[config.mk]
export PLATFORM = sky130hd
export DESIGN_NAME = ex_div_unit_flat
export DESIGN_NICKNAME = d
export VERILOG_FILES = /design/src/rtl/ex_div_unit_pkg.sv /design/src/rtl/ex_div_unit_if.sv /design/src/rtl/ex_div_unit_div_step.sv /design/src/rtl/ex_div_unit.sv /design/src/flat_wrapper.sv
export SDC_FILE = /design/constraint.sdc
export NUM_CORES = 1
export LEC_CHECK = 0
export CORE_ASPECT_RATIO = 0.7
export CORE_UTILIZATION = 50
export CTS_BUF_LIST = sky130_fd_sc_hd__clkbuf_8 sky130_fd_sc_hd__clkbuf_16
export DETAILED_ROUTE_END_ITERATION = 12
export PLACE_DENSITY_LB_ADDON = 0.05
export SKIP_CTS_REPAIR_TIMING = 1
export SKIP_LAST_GASP = 1
export SYNTH_ARGS = -nofsm -noshare
export SYNTH_HDL_FRONTEND = slang
export SYNTH_SLANG_ARGS = --single-unit
export TNS_END_PERCENT = 20
[constraint.sdc]
create_clock -name clk -period 5.41 [get_ports clk]
set_clock_uncertainty 0.2 [all_clocks]
set_input_delay 1.082 -clock clk [delete_from_list [all_inputs] [get_ports clk]]
set_output_delay 1.082 -clock clk [all_outputs]
set_load 0.005 [all_outputs]
[src/rtl/ex_div_unit_pkg.sv]
// Shared divider constants: data width, op encodings, and FSM states.
// The control decoder and the EX divider both import this package.
package ex_div_unit_pkg;
    localparam int XLEN = 32;

    localparam logic [1:0] DIV_OP_DIV  = 2'b00;
    localparam logic [1:0] DIV_OP_DIVU = 2'b01;
    localparam logic [1:0] DIV_OP_REM  = 2'b10;
    localparam logic [1:0] DIV_OP_REMU = 2'b11;

    typedef enum logic [1:0] {
        DIV_ST_IDLE = 2'b00,
        DIV_ST_CALC = 2'b01,
        DIV_ST_FIX  = 2'b10
    } div_state_e;

    function automatic logic op_is_signed(input logic [1:0] op);
        return ~op[0];
    endfunction

    function automatic logic [XLEN-1:0] neg_if(input logic neg, input logic [XLEN-1:0] v);
        return neg ? ((~v) + XLEN'(1)) : v;
    endfunction
endpackage

[src/rtl/ex_div_unit_if.sv]
// EX-stage divider request/response bundle; master is the pipeline side, slave is the divider.
interface ex_div_unit_if;
    import ex_div_unit_pkg::*;

    logic            flush;
    logic            start;
    logic [1:0]      op;
    logic [XLEN-1:0] a;
    logic [XLEN-1:0] b;
    logic            busy;
    logic            done;
    logic [XLEN-1:0] result;

    modport master (output flush, start, op, a, b, input busy, done, result);
    modport slave  (input flush, start, op, a, b, output busy, done, result);
endinterface

[src/rtl/ex_div_unit_div_step.sv]
// One restoring-division iteration, purely combinational.
// quotient_in doubles as the dividend shift register: its MSB feeds the remainder.
module div_step
    import ex_div_unit_pkg::*;
(
    input  logic [XLEN-1:0] remainder_in,
    input  logic [XLEN-1:0] quotient_in,
    input  logic [XLEN-1:0] divisor,
    output logic [XLEN-1:0] remainder_out,
    output logic [XLEN-1:0] quotient_out
);
    logic [XLEN:0] shifted;
    logic          borrow;

    assign shifted = {remainder_in, quotient_in[XLEN-1]};
    assign borrow  = (shifted < {1'b0, divisor});

    // The true difference always fits in XLEN bits when there is no borrow.
    assign remainder_out = borrow ? shifted[XLEN-1:0] : (shifted[XLEN-1:0] - divisor);
    assign quotient_out  = {quotient_in[XLEN-2:0], ~borrow};
endmodule

[src/rtl/ex_div_unit.sv]
// Iterative 32-bit DIV/DIVU/REM/REMU: 34 cycles start-to-done (2 for /0 and overflow with DIV_EARLY_OUT_EN).
// busy stalls the pipeline; start is ignored while busy; flush aborts without touching result.
module ex_div_unit
    import ex_div_unit_pkg::*;
(
    input  logic          clk,
    input  logic          reset,
    ex_div_unit_if.slave  dif
);
    div_state_e      state_q, state_d;
    logic [4:0]      count_q, count_d;
    logic [1:0]      op_q, op_d;
    logic            neg_a_q, neg_a_d;
    logic            neg_b_q, neg_b_d;
    logic [XLEN-1:0] divisor_q, divisor_d;
    logic [XLEN-1:0] rem_q, rem_d;
    logic [XLEN-1:0] quo_q, quo_d;
    logic [XLEN-1:0] result_q, result_d;
    logic            done_q, done_d;
    logic            busy;

    logic            launch, early_out;
    logic            in_neg_a, in_neg_b;
    logic [XLEN-1:0] in_abs_a, in_abs_b;
    logic [XLEN-1:0] step_rem, step_quo;
    logic [XLEN-1:0] q_fix, r_fix;

    assign launch   = (state_q == DIV_ST_IDLE) && dif.start && !dif.flush;
    assign in_neg_a = op_is_signed(dif.op) && dif.a[XLEN-1];
    assign in_neg_b = op_is_signed(dif.op) && dif.b[XLEN-1];
    assign in_abs_a = neg_if(in_neg_a, dif.a);
    assign in_abs_b = neg_if(in_neg_b, dif.b);

`ifdef DIV_EARLY_OUT_EN
    logic in_div_zero, in_ovf;
    assign in_div_zero = (dif.b == '0);
    assign in_ovf      = op_is_signed(dif.op) && (dif.a == 32'h8000_0000) && (dif.b == '1);
    assign early_out   = in_div_zero || in_ovf;
`else
    assign early_out   = 1'b0;
`endif

    div_step u_step (
        .remainder_in  (rem_q),
        .quotient_in   (quo_q),
        .divisor       (divisor_q),
        .remainder_out (step_rem),
        .quotient_out  (step_quo)
    );

    // Divide by zero leaves an all-ones quotient, but the sign fix must not touch it.
    assign q_fix = (divisor_q == '0) ? '1 : neg_if(neg_a_q ^ neg_b_q, quo_q);
    assign r_fix = neg_if(neg_a_q, rem_q);

    always_ff @(posedge clk or posedge reset) begin
        if (reset) state_q <= DIV_ST_IDLE;
        else       state_q <= state_d;
    end

    always_comb begin
        state_d = state_q;
        if (dif.flush) begin
            state_d = DIV_ST_IDLE;
        end else begin
            case (state_q)
                DIV_ST_IDLE: if (dif.start) state_d = early_out ? DIV_ST_FIX : DIV_ST_CALC;
                DIV_ST_CALC: if (count_q == '0) state_d = DIV_ST_FIX;
                DIV_ST_FIX:  state_d = DIV_ST_IDLE;
                default:     state_d = DIV_ST_IDLE;
            endcase
        end
    end

    always_comb begin
        busy = (state_q != DIV_ST_IDLE);
    end

    assign dif.busy   = busy;
    assign dif.done   = done_q;
    assign dif.result = result_q;

    always_comb begin
        count_d   = count_q;
        op_d      = op_q;
        neg_a_d   = neg_a_q;
        neg_b_d   = neg_b_q;
        divisor_d = divisor_q;
        rem_d     = rem_q;
        quo_d     = quo_q;
        result_d  = result_q;
        done_d    = 1'b0;
        if (launch) begin
            op_d      = dif.op;
            neg_a_d   = in_neg_a;
            neg_b_d   = in_neg_b;
            divisor_d = in_abs_b;
            rem_d     = '0;
            quo_d     = in_abs_a;
            count_d   = 5'd31;
`ifdef DIV_EARLY_OUT_EN
            // Preload the magnitudes the full iteration would have produced.
            if (in_div_zero) begin
                quo_d = '1;
                rem_d = in_abs_a;
            end else if (in_ovf) begin
                quo_d = 32'h8000_0000;
                rem_d = '0;
            end
`endif
        end else if (!dif.flush && state_q == DIV_ST_CALC) begin
            rem_d   = step_rem;
            quo_d   = step_quo;
            count_d = count_q - 5'd1;
        end else if (!dif.flush && state_q == DIV_ST_FIX) begin
            result_d = op_q[1] ? r_fix : q_fix;
            done_d   = 1'b1;
        end
    end

    always_ff @(posedge clk or posedge reset) begin
        if (reset) begin
            count_q   <= '0;
            op_q      <= '0;
            neg_a_q   <= 1'b0;
            neg_b_q   <= 1'b0;
            divisor_q <= '0;
            rem_q     <= '0;
            quo_q     <= '0;
            result_q  <= '0;
            done_q    <= 1'b0;
        end else begin
            count_q   <= count_d;
            op_q      <= op_d;
            neg_a_q   <= neg_a_d;
            neg_b_q   <= neg_b_d;
            divisor_q <= divisor_d;
            rem_q     <= rem_d;
            quo_q     <= quo_d;
            result_q  <= result_d;
            done_q    <= done_d;
        end
    end
endmodule

[src/flat_wrapper.sv]
// flat-port wrapper written by rule: the top's interface ports become plain ports
module ex_div_unit_flat import ex_div_unit_pkg::*;
  (clk, reset, dif_flush, dif_start, dif_op, dif_a, dif_b, dif_busy, dif_done, dif_result);
  ex_div_unit_if dif_i ();
  input  logic clk;
  input  logic reset;
  input wire logic [$bits(dif_i.flush)-1:0] dif_flush;
  input wire logic [$bits(dif_i.start)-1:0] dif_start;
  input wire logic [$bits(dif_i.op)-1:0] dif_op;
  input wire logic [$bits(dif_i.a)-1:0] dif_a;
  input wire logic [$bits(dif_i.b)-1:0] dif_b;
  output wire logic [$bits(dif_i.busy)-1:0] dif_busy;
  output wire logic [$bits(dif_i.done)-1:0] dif_done;
  output wire logic [$bits(dif_i.result)-1:0] dif_result;
  assign dif_i.flush = dif_flush;
  assign dif_i.start = dif_start;
  assign dif_i.op = dif_op;
  assign dif_i.a = dif_a;
  assign dif_i.b = dif_b;
  assign dif_busy = dif_i.busy;
  assign dif_done = dif_i.done;
  assign dif_result = dif_i.result;
  ex_div_unit u_core (.clk(clk), .reset(reset), .dif(dif_i));
endmodule
==> results by group <==
Status
  • Outcome: completed

Floorplan
  • Row cnt: 43
  • Die area: 21200 um2
  • Core area: 20000 um2
  • # IOs: 104
  • Die Width: 174 um
  • Initial Utilization: 0.516
  • Die Y-Extent: roughly 120 um

STA
  • Final worst-path cycle share: 0.748
  • Slew @ Worst Pin: 1310 ps
  • Final hold viol count: 0
  • Final Max Tran Viols: 0
  • Final setup fails: 0
  • Crit path time final: 4050 ps
  • Total negative slack: 0 ps
  • FMAX: 247 MHz
  • Worst setup margin: about 1400 ps
  • RSZ-0062 raised after global routing: no
  • Slew margin rel.: 0.122

Placed design
  • Placer Congestion: 0.864
  • Number of I/O port buffers: 103
  • Dpl cells: 1587
  • Place WS: 1310 ps
  • Post-DP HPWL: 20000 um

Min path
  • HP Class: flip-flop to flip-flop

Detailed routing
  • Wire per inst: 16.7 um
  • Routed vias: 9299
  • Routed WL: approximately 27000 um
  • First-pass DRT Iterations: 8
  • Via/cell ratio: 5.75
  • Initial DRC count: 791
  • # DRC: 0
  • Post-route ant nets: 0

GRT
  • Largest net degree at the start of global routing: 70
  • First-pass GRT wire length: 44700 um
  • Initial antenna violation count: 0
  • Total Routing Usage GR: 0.264
  • Gr ovfl total: 0
  • Vias in the first global route: 8779

Power and ir drop
  • Clock power frac: 0.238
  • Worst VDD drop: 570 uV
  • Sw Ratio: 0.420
  • Pwr dens: about 460 nW/um2
  • Net Sw Power: 0.00235 W
  • Internal: 0.00324 W
  • Comb power frac: 0.475
  • Leakage: 5.48 nW
  • Sequential share of power: 0.288
  • Total power draw: between 0.005 and 0.006 W

Logic synthesis
  • Share of flip-flops with an asynchronous set or reset: 1.00
  • Cells after synthesis: 1266
  • Number of synthesized register bits: 139
  • Main synth FF type: dfrtp_1
  • Cell taking the most area after synthesis: dfrtp_1
  • Syn_nets: between 1k and 1.5k
  • Mean Syn Cell Area: 8.15 um2
  • Post-synthesis cell area: 10300 um2
  • Syn. warnings: 0
  • Post-synth EDFFs: 0
  • Largest cells by area after synthesis: dfrtp_1, nand2_1, xor2_1, xnor2_1, o21ai_0
  • Synth top area share: 0.337
  • Sequential area share after synthesis: 0.337
  • Distinct cell type count of the synthesized netlist: 73

Cells and area
  • Most frequent cells in the layout: nand2_1, dfrtp_1, o21ai_0
  • Filler cells: 1808
  • Nets: between 1k and 1.5k
  • P&R area growth vs syn: 18.4%
  • Layout cells sized above 1: 0.0571
  • Final std cells w/o fill: 1618
  • Most common cell after layout, fill and taps aside: nand2_1
  • Final core occ: 0.611
  • Antenna cell count: 0

Setup path
  • Critical path peak fanout: between 50 and 60
  • Crit path arrival time: 4120 ps
  • Critical path class: flip-flop to flip-flop
  • CP Capture Type: flip-flop
  • CP required: around 5500 ps
  • Buf/Inv on CP: 1
  • CP max-delay cell: buf_4
  • Worst setup SP type: flip-flop
  • Crit path cell chain: ha_1 > o21ai_0 > a211oi_1 > o21ai_0 > nand2_1 > a21oi_1 > a21oi_1 > a41oi_4 > buf_4 > nor2_1 > a21oi_1 > o21ai_0
  • CP top delay family: compound AO/OA/AOI/OAI gates
  • Slowest stage delay, CP: 490 ps

Clock network
  • CTS sink cnt: 139
  • Clock transition at the registers of the reported paths: 60 ps
  • Skew-Pair Late Insertion Delay: 430 ps
  • Max clock buf depth: 2
  • H-tree Lvls: 4
  • CTS tree: done
  • Total CTS buffers: 17
  • Root Buffer: clkbuf_16

Run
  • Max-Cap Viols: 0
## cells by family (layout without fill, tap and decap cells)
kind of cell | after synthesis | count (layout) | synth area share
flip-flops | 139 | 139 | 0.337
XOR/XNOR | 152 | 152 | 0.129
multiplexers | 9 | 9 | 0.00873
buffers and inverters | 123 | 205 | 0.0479
AO/OA/AOI/OAI | 378 | 378 | 0.233
AND/OR/NAND/NOR | 426 | 426 | 0.197
adder cells (fa/ha/maj) | 39 | 39 | 0.0480
## power by group through the flow
stage	registers, W	clock network [W]	logic, W
after floorplan	0.00148	0	0.00212
final	0.00161	0.00133	0.00265
after detailed placement	0.00162	0	0.00262
after CTS	0.00161	0.00134	0.00264
after global routing	0.00165	0.00139	0.00300
after global placement	0.00162	0	0.00259
## tightest hold or removal path: cells and delay by family, from the launching register on
kind / cells / cell delay [ps]
DFF: 1 / 340
AOI/OAI and AO/OA: 1 / 60
and+or+nand+nor: 1 / 40
## routing by layer
| metal | global-route usage | up-vias | part of all wire |
|---|---|---|---|
| li1 | - | 4605 | - |
| met3 | 0.0393 | 14 | 0.042 |
| met1 | 0.400 | 4486 | 0.52 |
| met5 | 0 | - | 0 |
| met2 | 0.401 | 194 | 0.43 |
| met4 | 0.0493 | 0 | 0.0072 |
## worst paths after layout
kind	slack [ps]	end	from	cells past startpoint
hold / removal	270	u_core.dif.result[0]	u_core.dif.result[0]	2
hold reg to reg	270	u_core.dif.result[0]	u_core.dif.result[0]	2
min in group asynchronous	930	u_core.rem_q[7]	reset	2
max in group asynchronous	3120	u_core.rem_q[18]	reset	3
setup / recovery	1360	u_core.rem_q[0]	u_core.rem_q[1]	12
setup reg to reg	1360	u_core.rem_q[0]	u_core.rem_q[1]	12
## sequential cells by signal, indices dropped and copies added (netlist names)
signal             flops
u_core.op_q            1
u_core.count_q         5
u_core.rem_q          32
u_core.dif.done        1
u_core.neg_b_q         1
u_core.neg_a_q         1
u_core.quo_q          32
u_core.dif.result     32
u_core.state_q         2
u_core.divisor_q      32
## cell type report
type                    count  area (um2)  share of cell area
multi-input cells        1004        6370               0.522
flip-flops and latches    139        3480               0.285
repair buffers            117        1150              0.0940
clock buffers              18         439              0.0359
well taps                 270         338              0.0276
clock inverters            13         225              0.0184
inverters                  57         219              0.0179
## synthesized netlist by cell type, types with 4 or more instances
cell and instances:
nor2_1 104, a21oi_1 80, buf_1 4, inv_1 57
or3_1 6, nor3_1 18, xnor2_1 73, o41ai_1 9
mux2i_1 9, nand4_1 6, xor2_1 79, buf_2 4
nor2b_1 8, a211oi_1 6, nor4_1 20, o21ai_0 120
nand2b_1 20, a221oi_1 28, and3_1 4, o21a_1 4
nand2_1 192, dfrtp_1 139, a21o_1 41, o21bai_1 5
ha_1 38, a31oi_1 35, clkbuf_1 55, o31ai_1 22
nand3_1 11
## metrics by stage
stage | hold slack [ps] | area (um2)
global route | 301 | 12200
global placement | 259 | 11600
finish | 275 | 12200
detailed placement | 265 | 11600
CTS | 281 | 12200
floorplan | 272 | 10300
No activity file was read; power rests on OpenSTA's default activity.
